`config.mk`:
```
export PLATFORM = sky130hd
export DESIGN_NAME = rr_mux_arbiter
export DESIGN_NICKNAME = d
export VERILOG_FILES = /design/src/rtl/rr_mux_arbiter.sv
export SDC_FILE = /design/constraint.sdc
export NUM_CORES = 1
export LEC_CHECK = 0
export CELL_PAD_IN_SITES_DETAIL_PLACEMENT = 1
export CELL_PAD_IN_SITES_GLOBAL_PLACEMENT = 1
export CORE_AREA = 2 2 95 97
export DETAILED_ROUTE_END_ITERATION = 12
export DIE_AREA = 0 0 97 99
export DONT_BUFFER_PORTS = 1
export PLACE_DENSITY = 0.51
export SETUP_SLACK_MARGIN = 0.3
export SLEW_MARGIN = 20
export SYNTH_ARGS = -nofsm -noshare
export SYNTH_HDL_FRONTEND = slang
export SYNTH_SLANG_ARGS = --single-unit
export TNS_END_PERCENT = 100
```
`constraint.sdc`:
```
create_clock -name clk -period 7.6 [get_ports clk]
set_input_delay 1.52 -clock clk [delete_from_list [all_inputs] [get_ports clk]]
set_output_delay 1.52 -clock clk [all_outputs]
set_load 0.02 [all_outputs]
```
`src/rtl/rr_mux_arbiter.sv`:
```
// Round-robin 8:1 arbitrating mux with a registered single-word output stage.
// Define MUXARB_STATS_EN to add the 16-bit transfer counter output xfer_cnt.
module rr_mux_arbiter #(
  parameter int N = 8
) (
  input  logic         clk,
  input  logic         rst_n,
  input  logic [7:0]   req,
  input  logic [N-1:0] a0,
  input  logic [N-1:0] a1,
  input  logic [N-1:0] a2,
  input  logic [N-1:0] a3,
  input  logic [N-1:0] a4,
  input  logic [N-1:0] a5,
  input  logic [N-1:0] a6,
  input  logic [N-1:0] a7,
  output logic [7:0]   gnt,
  output logic [2:0]   sel,
  output logic [N-1:0] out_data,
  output logic         out_valid,
  input  logic         out_ready
`ifdef MUXARB_STATS_EN
  ,
  output logic [15:0]  xfer_cnt
`endif
);

  typedef enum logic {IDLE, HOLD} state_t;

  state_t       state, state_nxt;
  logic [2:0]   ptr;
  logic [2:0]   win;
  logic [2:0]   idx;
  logic         found;
  logic         accept;
  logic         capture;
  logic [N-1:0] lanes [8];

  assign lanes[0] = a0;
  assign lanes[1] = a1;
  assign lanes[2] = a2;
  assign lanes[3] = a3;
  assign lanes[4] = a4;
  assign lanes[5] = a5;
  assign lanes[6] = a6;
  assign lanes[7] = a7;

  assign out_valid = (state == HOLD);
  assign accept    = (state == IDLE) || out_ready;

  // Scan from ptr upward with wrap; the first requester seen wins.
  always_comb begin
    win   = '0;
    found = 1'b0;
    idx   = ptr;
    for (int k = 0; k < 8; k++) begin
      idx = ptr + 3'(k);
      if (!found && req[idx]) begin
        win   = idx;
        found = 1'b1;
      end
    end
  end

  always_comb begin
    capture   = rst_n && accept && found;
    gnt       = '0;
    state_nxt = state;
    if (capture) begin
      gnt       = 8'b1 << win;
      state_nxt = HOLD;
    end else if (state == HOLD && out_ready) begin
      state_nxt = IDLE;
    end
  end

  always_ff @(posedge clk) begin
    if (!rst_n) begin
      state <= IDLE;
    end else begin
      state <= state_nxt;
    end
  end

  always_ff @(posedge clk) begin
    if (!rst_n) begin
      ptr      <= '0;
      sel      <= '0;
      out_data <= '0;
    end else if (capture) begin
      ptr      <= win + 3'd1;
      sel      <= win;
      out_data <= lanes[win];
    end
  end

`ifdef MUXARB_STATS_EN
  always_ff @(posedge clk) begin
    if (!rst_n) begin
      xfer_cnt <= '0;
    end else if (out_valid && out_ready) begin
      xfer_cnt <= xfer_cnt + 16'd1;
    end
  end
`endif

endmodule

```
==> results of run 1 <==
through the flow:
stage	util (%)	cells
2_1_floorplan	-	248
3_5_place_dp	27.5	341
5_1_grt	28.1	345
4_1_cts	28.1	345
3_3_place_gp	27.5	341
6_report	28.1	345
kinds of logic after synthesis:
| kind of cell | synth area share, % |
|---|---|
| muxes | 37.3 |
| and+or+nand+nor | 14.3 |
| AOI/OAI and AO/OA | 23.0 |
| buffers and inverters | 9.14 |
| DFF | 12.8 |
| xor gates and xnor gates | 1.86 |
| adders and majority gates | 1.59 |
metal layers:
metal / up-vias / global-route usage (%) / wire length (µm)
met2: 67 / 24.5 / 3360
met3: 4 / 2.48 / 352
li1: 939 / - / -
met5: - / 0 / 0
met4: 0 / 1.30 / 20
met1: 928 / 17.0 / 2960
synth_stat cells (2+ instances only):
cell / instances
a21o_1: 2
a21oi_1: 4
a221o_1: 2
a22oi_1: 2
and2_1: 6
buf_1: 2
buf_12: 2
buf_2: 5
buf_4: 2
buf_6: 5
clkbuf_1: 2
dfxtp_1: 15
ha_1: 3
inv_1: 13
mux2_1: 2
mux2_2: 22
mux2_4: 6
mux2i_1: 27
mux4_2: 11
nand2_1: 24
nand2b_1: 2
nand3_1: 2
nor2_1: 9
nor2b_1: 3
nor3_1: 7
o2111ai_1: 7
o211ai_1: 10
o211ai_2: 4
o21ai_0: 7
o311ai_0: 7
o32ai_1: 2
or3_1: 3
xnor2_1: 2
xor2_1: 3
worst max path at each step:
stage / endpoint / slack (ps) / from / cells after the start
6_report: gnt[4] / 1650 / ptr[0] / 11
5_1_grt: gnt[4] / 1220 / ptr[0] / 11
4_1_cts: gnt[5] / 1600 / ptr[0] / 11
3_5_place_dp: gnt[5] / 1820 / req[6] / 8
3_3_place_gp: gnt[7] / 1840 / req[6] / 8
2_1_floorplan: gnt[0] / 1990 / ptr[0] / 16
report_power, final:
| group | total, mW | switching, mW | internal, mW |
|---|---|---|---|
| Combinational | 1.23 | 0.676 | 0.557 |
| Sequential | 0.158 | 0.0453 | 0.112 |
| Clock | 0.0652 | 0.0280 | 0.0371 |
worst min-delay path, cell delays in order, from the launching register on:
cell	delay, ps
dfxtp_1	370
nand2_1	80
o21ai_0	60
sequential cells by signal, summed over array words and instances, names as in the netlist:
name	cells
out_data	8
out_valid	1
ptr	3
sel	3
cell type report:
type	instances	area [µm²]	area share, %
clock buffer	4	45.0	1.88
inverter	13	48.8	2.03
multi-input combinational	201	1840	76.7
sequential	15	300	12.5
tap	108	135	5.63
timing repair buffer	4	30.0	1.25
==> summary.md, run 1 <==
| Metric | Value |
|---|---|
| Commonest non-fill, non-tap cell in the layout | `mux2i_1` |
| Worst Skew | `5.09 ps` |
| Crit Reg-Reg Startpoint | `ptr[0]` |
| Hold Crit Depth | `2` |
| Synth cell types | `57` |
| Final ANT Viol Nets | `0` |
| Num CTS Buffers | `3` |
| Detailed Routing Iterations Pass 1 | `4` |
| Share of layout cells above drive strength 1 | `24.9%` |
| # hold bufs at CTS | `0` |
| WL per Instance | `19.4 µm` |
| Max-slew headroom | `48.7%` |
| DIE AREA | `9600 µm²` |
| Slew Limit Fails | `0` |
| # nets final | `316` |
| Ys flop type | `dfxtp_1` |
| Mapped Cells | `248` |
| Initial antenna violation count | `0` |
| Pre-CTS WS | `1820 ps` |
| Hold Violations, Final | `0` |
| Vias in the first global route | `1957` |
| Largest net degree at the start of global routing | `31` |
| Unrepaired setup endpoints after global routing | `false` |
| CP max stage cell | `mux4_2` |
| Final Instance Area | `2400 µm²` |
| Core area | `8550 µm²` |
| CP endpoint kind | `output pin` |
| Hold Path Class | `flop to flop` |
| R2r endpoint | `out_data[4]` |
| Port Buffers | `0` |
| Critical path, cell by cell | `buf_4 > inv_1 > ha_1 > mux4_2 > mux2_2 > or2_1 > a2bb2oi_1 > o32ai_1 > and2_1 > nand2_1 > nor3_1` |
| Worst EP required | `6080 ps` |
| H-tree depth | `1` |
| Worst Hold Launch | `sel[1]` |
| Cell taking the most area after synthesis | `dfxtp_1` |
| Post-route worst setup slack | `1650 ps` |
| Worst path buffer plus inverter count | `2` |
| Synth Cell Area | `2350 µm²` |
| Setup Crit Path Kind | `flop to output pin` |
| Final hold slack | `565 ps` |
| FF-to-FF setup slack | `2750 ps` |
| Status | `finished clean` |
| Clk sinks | `15` |
| Total negative setup slack | `0 ps` |
| Fin crit period | `5950 ps` |
| Routability cong. | `0.765` |
| Reg clk slew, reported paths | `60 ps` |
| FF+latch count, synth | `15` |
| Crit-path leading delay family | `simple AND/OR/NAND/NOR gates` |
| Final WL | `6700 µm` |
| Worst Tran Pin Value | `769 ps` |
| Synth area leaders | `dfxtp_1 13%, mux2i_1 11%, mux2_2 11%, mux4_2 11%, mux2_4 3.8%` |
| First-pass GRT wire length | `10500 µm` |
| Final setup vio count | `0` |
| Area growth from synthesis to layout | `1.86%` |
| Vias per cell | `5.62` |
| Row count | `34` |
| Tcrit/Tclk final | `78.3%` |
| Initial Util | `27.5%` |
| Post-Syn Nets | `326` |
| Remaining DRCs | `0` |
| Share of the synthesized area in the top cell type | `12.8%` |
| DR iter-0 viols | `47` |
| Ys Warns | `0` |
| Leak pwr | `0.893 nW` |
| Diode count | `0` |
| Setup bufs post-CTS | `0` |
| Filler cell count | `1012` |
| Die width | `97 µm` |
| Clk buf depth | `2` |
| DP HPWL | `5430 µm` |
| Pwr Total | `1.46 mW` |
| GRT Resource Usage Total | `13.4%` |
| Commonest non-fill, non-tap cells in the layout | `27 x mux2i_1, 24 x nand2_1, 22 x mux2_2` |
| CTS tree | `done` |
| Die Height | `99 µm` |
| Worst-path fanout max | `30` |
| Critical path arrival | `4430 ps` |
| Syn Area/Cell | `9.49 µm²` |
| Power Density | `607 nW/µm²` |
| Hold EP | `sel[1]` |
| Max-cap viol count | `0` |
| Number of enable flip-flop cells after synthesis | `0` |
| Critical Path Max Stage Delay | `650 ps` |
| Sequential area share after synthesis | `12.8%` |
| Routed via count | `1938` |
| Clock root buffer | `clkbuf_8` |
| Latest clock arrival within the worst-skew pair | `250 ps` |
| Max Fclk | `0.168 GHz` |
| Nature of the critical path startpoint | `flop` |
| DP Area | `2350 µm²` |
| I/O pins | `95` |
| Max VDD drop | `0.142 mV` |
| Post-synth ARST share | `0%` |
| Resize count post-CTS | `0` |
| Reg2Reg Depth | `12` |
| Gr ovfl total | `0` |
Power figures use the tool's default switching activity.
==> inputs of run 2 (changes only) <==
--- a/config.mk
+++ b/config.mk
@@ -11,7 +11,7 @@
 export DETAILED_ROUTE_END_ITERATION = 12
 export DIE_AREA = 0 0 97 99
 export DONT_BUFFER_PORTS = 1
-export PLACE_DENSITY = 0.51
+export PLACE_DENSITY = 0.53
 export SETUP_SLACK_MARGIN = 0.3
 export SLEW_MARGIN = 20
 export SYNTH_ARGS = -nofsm -noshare
==> constraint.sdc (replaced) <==
create_clock -name clk -period 4.9 [get_ports clk]
set_input_delay 0.98 -clock clk [delete_from_list [all_inputs] [get_ports clk]]
set_output_delay 0.98 -clock clk [all_outputs]
set_load 0.02 [all_outputs]
==> summary.md, run 2 (synthesized netlist as in run 1, its figures left out) <==
| Metric | Value |
|---|---|
| Status | `finished clean` |
| CP endpoint kind | `output pin` |
| Worst EP required | `3920 ps` |
| Row count | `34` |
| Die Height | `99 µm` |
| DIE AREA | `9600 µm²` |
| Diode count | `0` |
| Detailed Routing Iterations Pass 1 | `4` |
| Setup Crit Path Kind | `flop to output pin` |
| Final WL | `7100 µm` |
| Total negative setup slack | `0 ps` |
| Final Instance Area | `2650 µm²` |
| WL per Instance | `19.6 µm` |
| I/O pins | `95` |
| Critical path arrival | `3470 ps` |
| Slew Limit Fails | `0` |
| Clock root buffer | `clkbuf_8` |
| Largest net degree at the start of global routing | `19` |
| Pwr Total | `2.63 mW` |
| GRT Resource Usage Total | `14.1%` |
| Reg area | `305 µm²` |
| Final hold slack | `558 ps` |
| Gr ovfl total | `0` |
| Worst-path fanout max | `9` |
| Die width | `97 µm` |
| Power Density | `995 nW/µm²` |
| Clk buf depth | `2` |
| Commonest non-fill, non-tap cell in the layout | `mux2i_1` |
| Port Buffers | `0` |
| Worst Skew | `2.43 ps` |
| First-pass GRT wire length | `11200 µm` |
| Max-cap viol count | `0` |
| Routability cong. | `0.789` |
| Initial antenna violation count | `0` |
| Most flops, register | `out_data` |
| Latest clock arrival within the worst-skew pair | `250 ps` |
| Filler cell count | `1000` |
| Post-route worst setup slack | `455 ps` |
| Remaining DRCs | `0` |
| Area of the multi-input gates | `1940 µm²` |
| Largest regs | `out_data x8, ptr x3, sel x3` |
| Max VDD drop | `0.234 mV` |
| Max Fclk | `0.225 GHz` |
| Num CTS Buffers | `3` |
| Hold Path Class | `flop to flop` |
| Initial Util | `27.5%` |
| Unrepaired setup endpoints after global routing | `true` |
| DR iter-0 viols | `38` |
| Max-slew headroom | `46.3%` |
| Routed via count | `2042` |
| DP HPWL | `5550 µm` |
| Worst Tran Pin Value | `804 ps` |
| Core area | `8550 µm²` |
| Area growth from synthesis to layout | `12.4%` |
| DP Area | `2460 µm²` |
| # nets final | `333` |
| Nature of the critical path startpoint | `flop` |
| Fin crit period | `4450 ps` |
| Share of layout cells above drive strength 1 | `37.4%` |
| Leak pwr | `1.00 nW` |
| Vias in the first global route | `1994` |
| Final ANT Viol Nets | `0` |
| CTS tree | `done` |
| Pre-CTS WS | `456 ps` |
| Vias per cell | `5.64` |
| Commonest non-fill, non-tap cells in the layout | `26 x mux2i_1, 23 x nand2_1, 21 x mux2_2` |
| Final setup vio count | `0` |
| Tcrit/Tclk final | `90.7%` |
| Hold Violations, Final | `0` |
| Largest register FFs | `8` |
| H-tree depth | `1` |
| Clk sinks | `15` |
| Reg clk slew, reported paths | `70 ps` |
## run 2: changes by cell type in the layout (fill, tap and decap cells not counted), sizes merged
| cell | change |
|---|---|
| and2 | +1 |
| buf | +16 |
## run 2: report_power, final
part           total (mW)  switching [mW]  internal, mW
clock               0.103          0.0459        0.0576
combinational        2.25            1.16          1.09
sequential          0.282           0.104         0.177
## run 2: worst paths after layout
path                            depth (start not counted)  slack (ps)  startpoint     endpoint
worst max register to register                         11        1060      ptr[1]  out_data[3]
worst min-delay path                                    2         560      sel[2]       sel[2]
worst min register to register                          2         560      sel[2]       sel[2]
worst max-delay path                                   11         450      ptr[1]       gnt[4]
## run 2: layout make-up
type | instances | area share, %
timing repair buffer | 20 | 6.43
tap | 108 | 5.10
sequential | 15 | 11.5
inverter | 13 | 2.03
multi-input combinational | 202 | 73.2
clock buffer | 4 | 1.70
## run 2: critical path, stage by stage (launching register included)
cell,delay (ps)
dfxtp_1,330
inv_1,150
ha_4,370
mux4_2,590
mux2_4,300
nor4_2,220
a211oi_1,70
a221o_2,450
and2_4,230
buf_4,150
nor3_2,180
buf_4,170
## run 2: what timing repair did
action	CTS	global route
pin swaps	0	4
buffers inserted	0	9
hold buffers	0	0
resized for setup	3	11
setup endpoints to repair	6	8
gates cloned	1	0
## run 2: routing by layer
metal	global-route usage [%]	routed length [µm]	vias to the layer above
li1	-	-	979
met1	18.1	3080	997
met2	25.3	3610	64
met3	2.34	384	2
met4	2.06	23	0
met5	0	0	-
## run 2: per-stage QoR
step / util (%) / instances
after floorplan: - / 248
after global placement: 28.8 / 348
after detailed placement: 28.8 / 348
after CTS: 29.5 / 353
after global routing: 31.0 / 362
final: 31.0 / 362
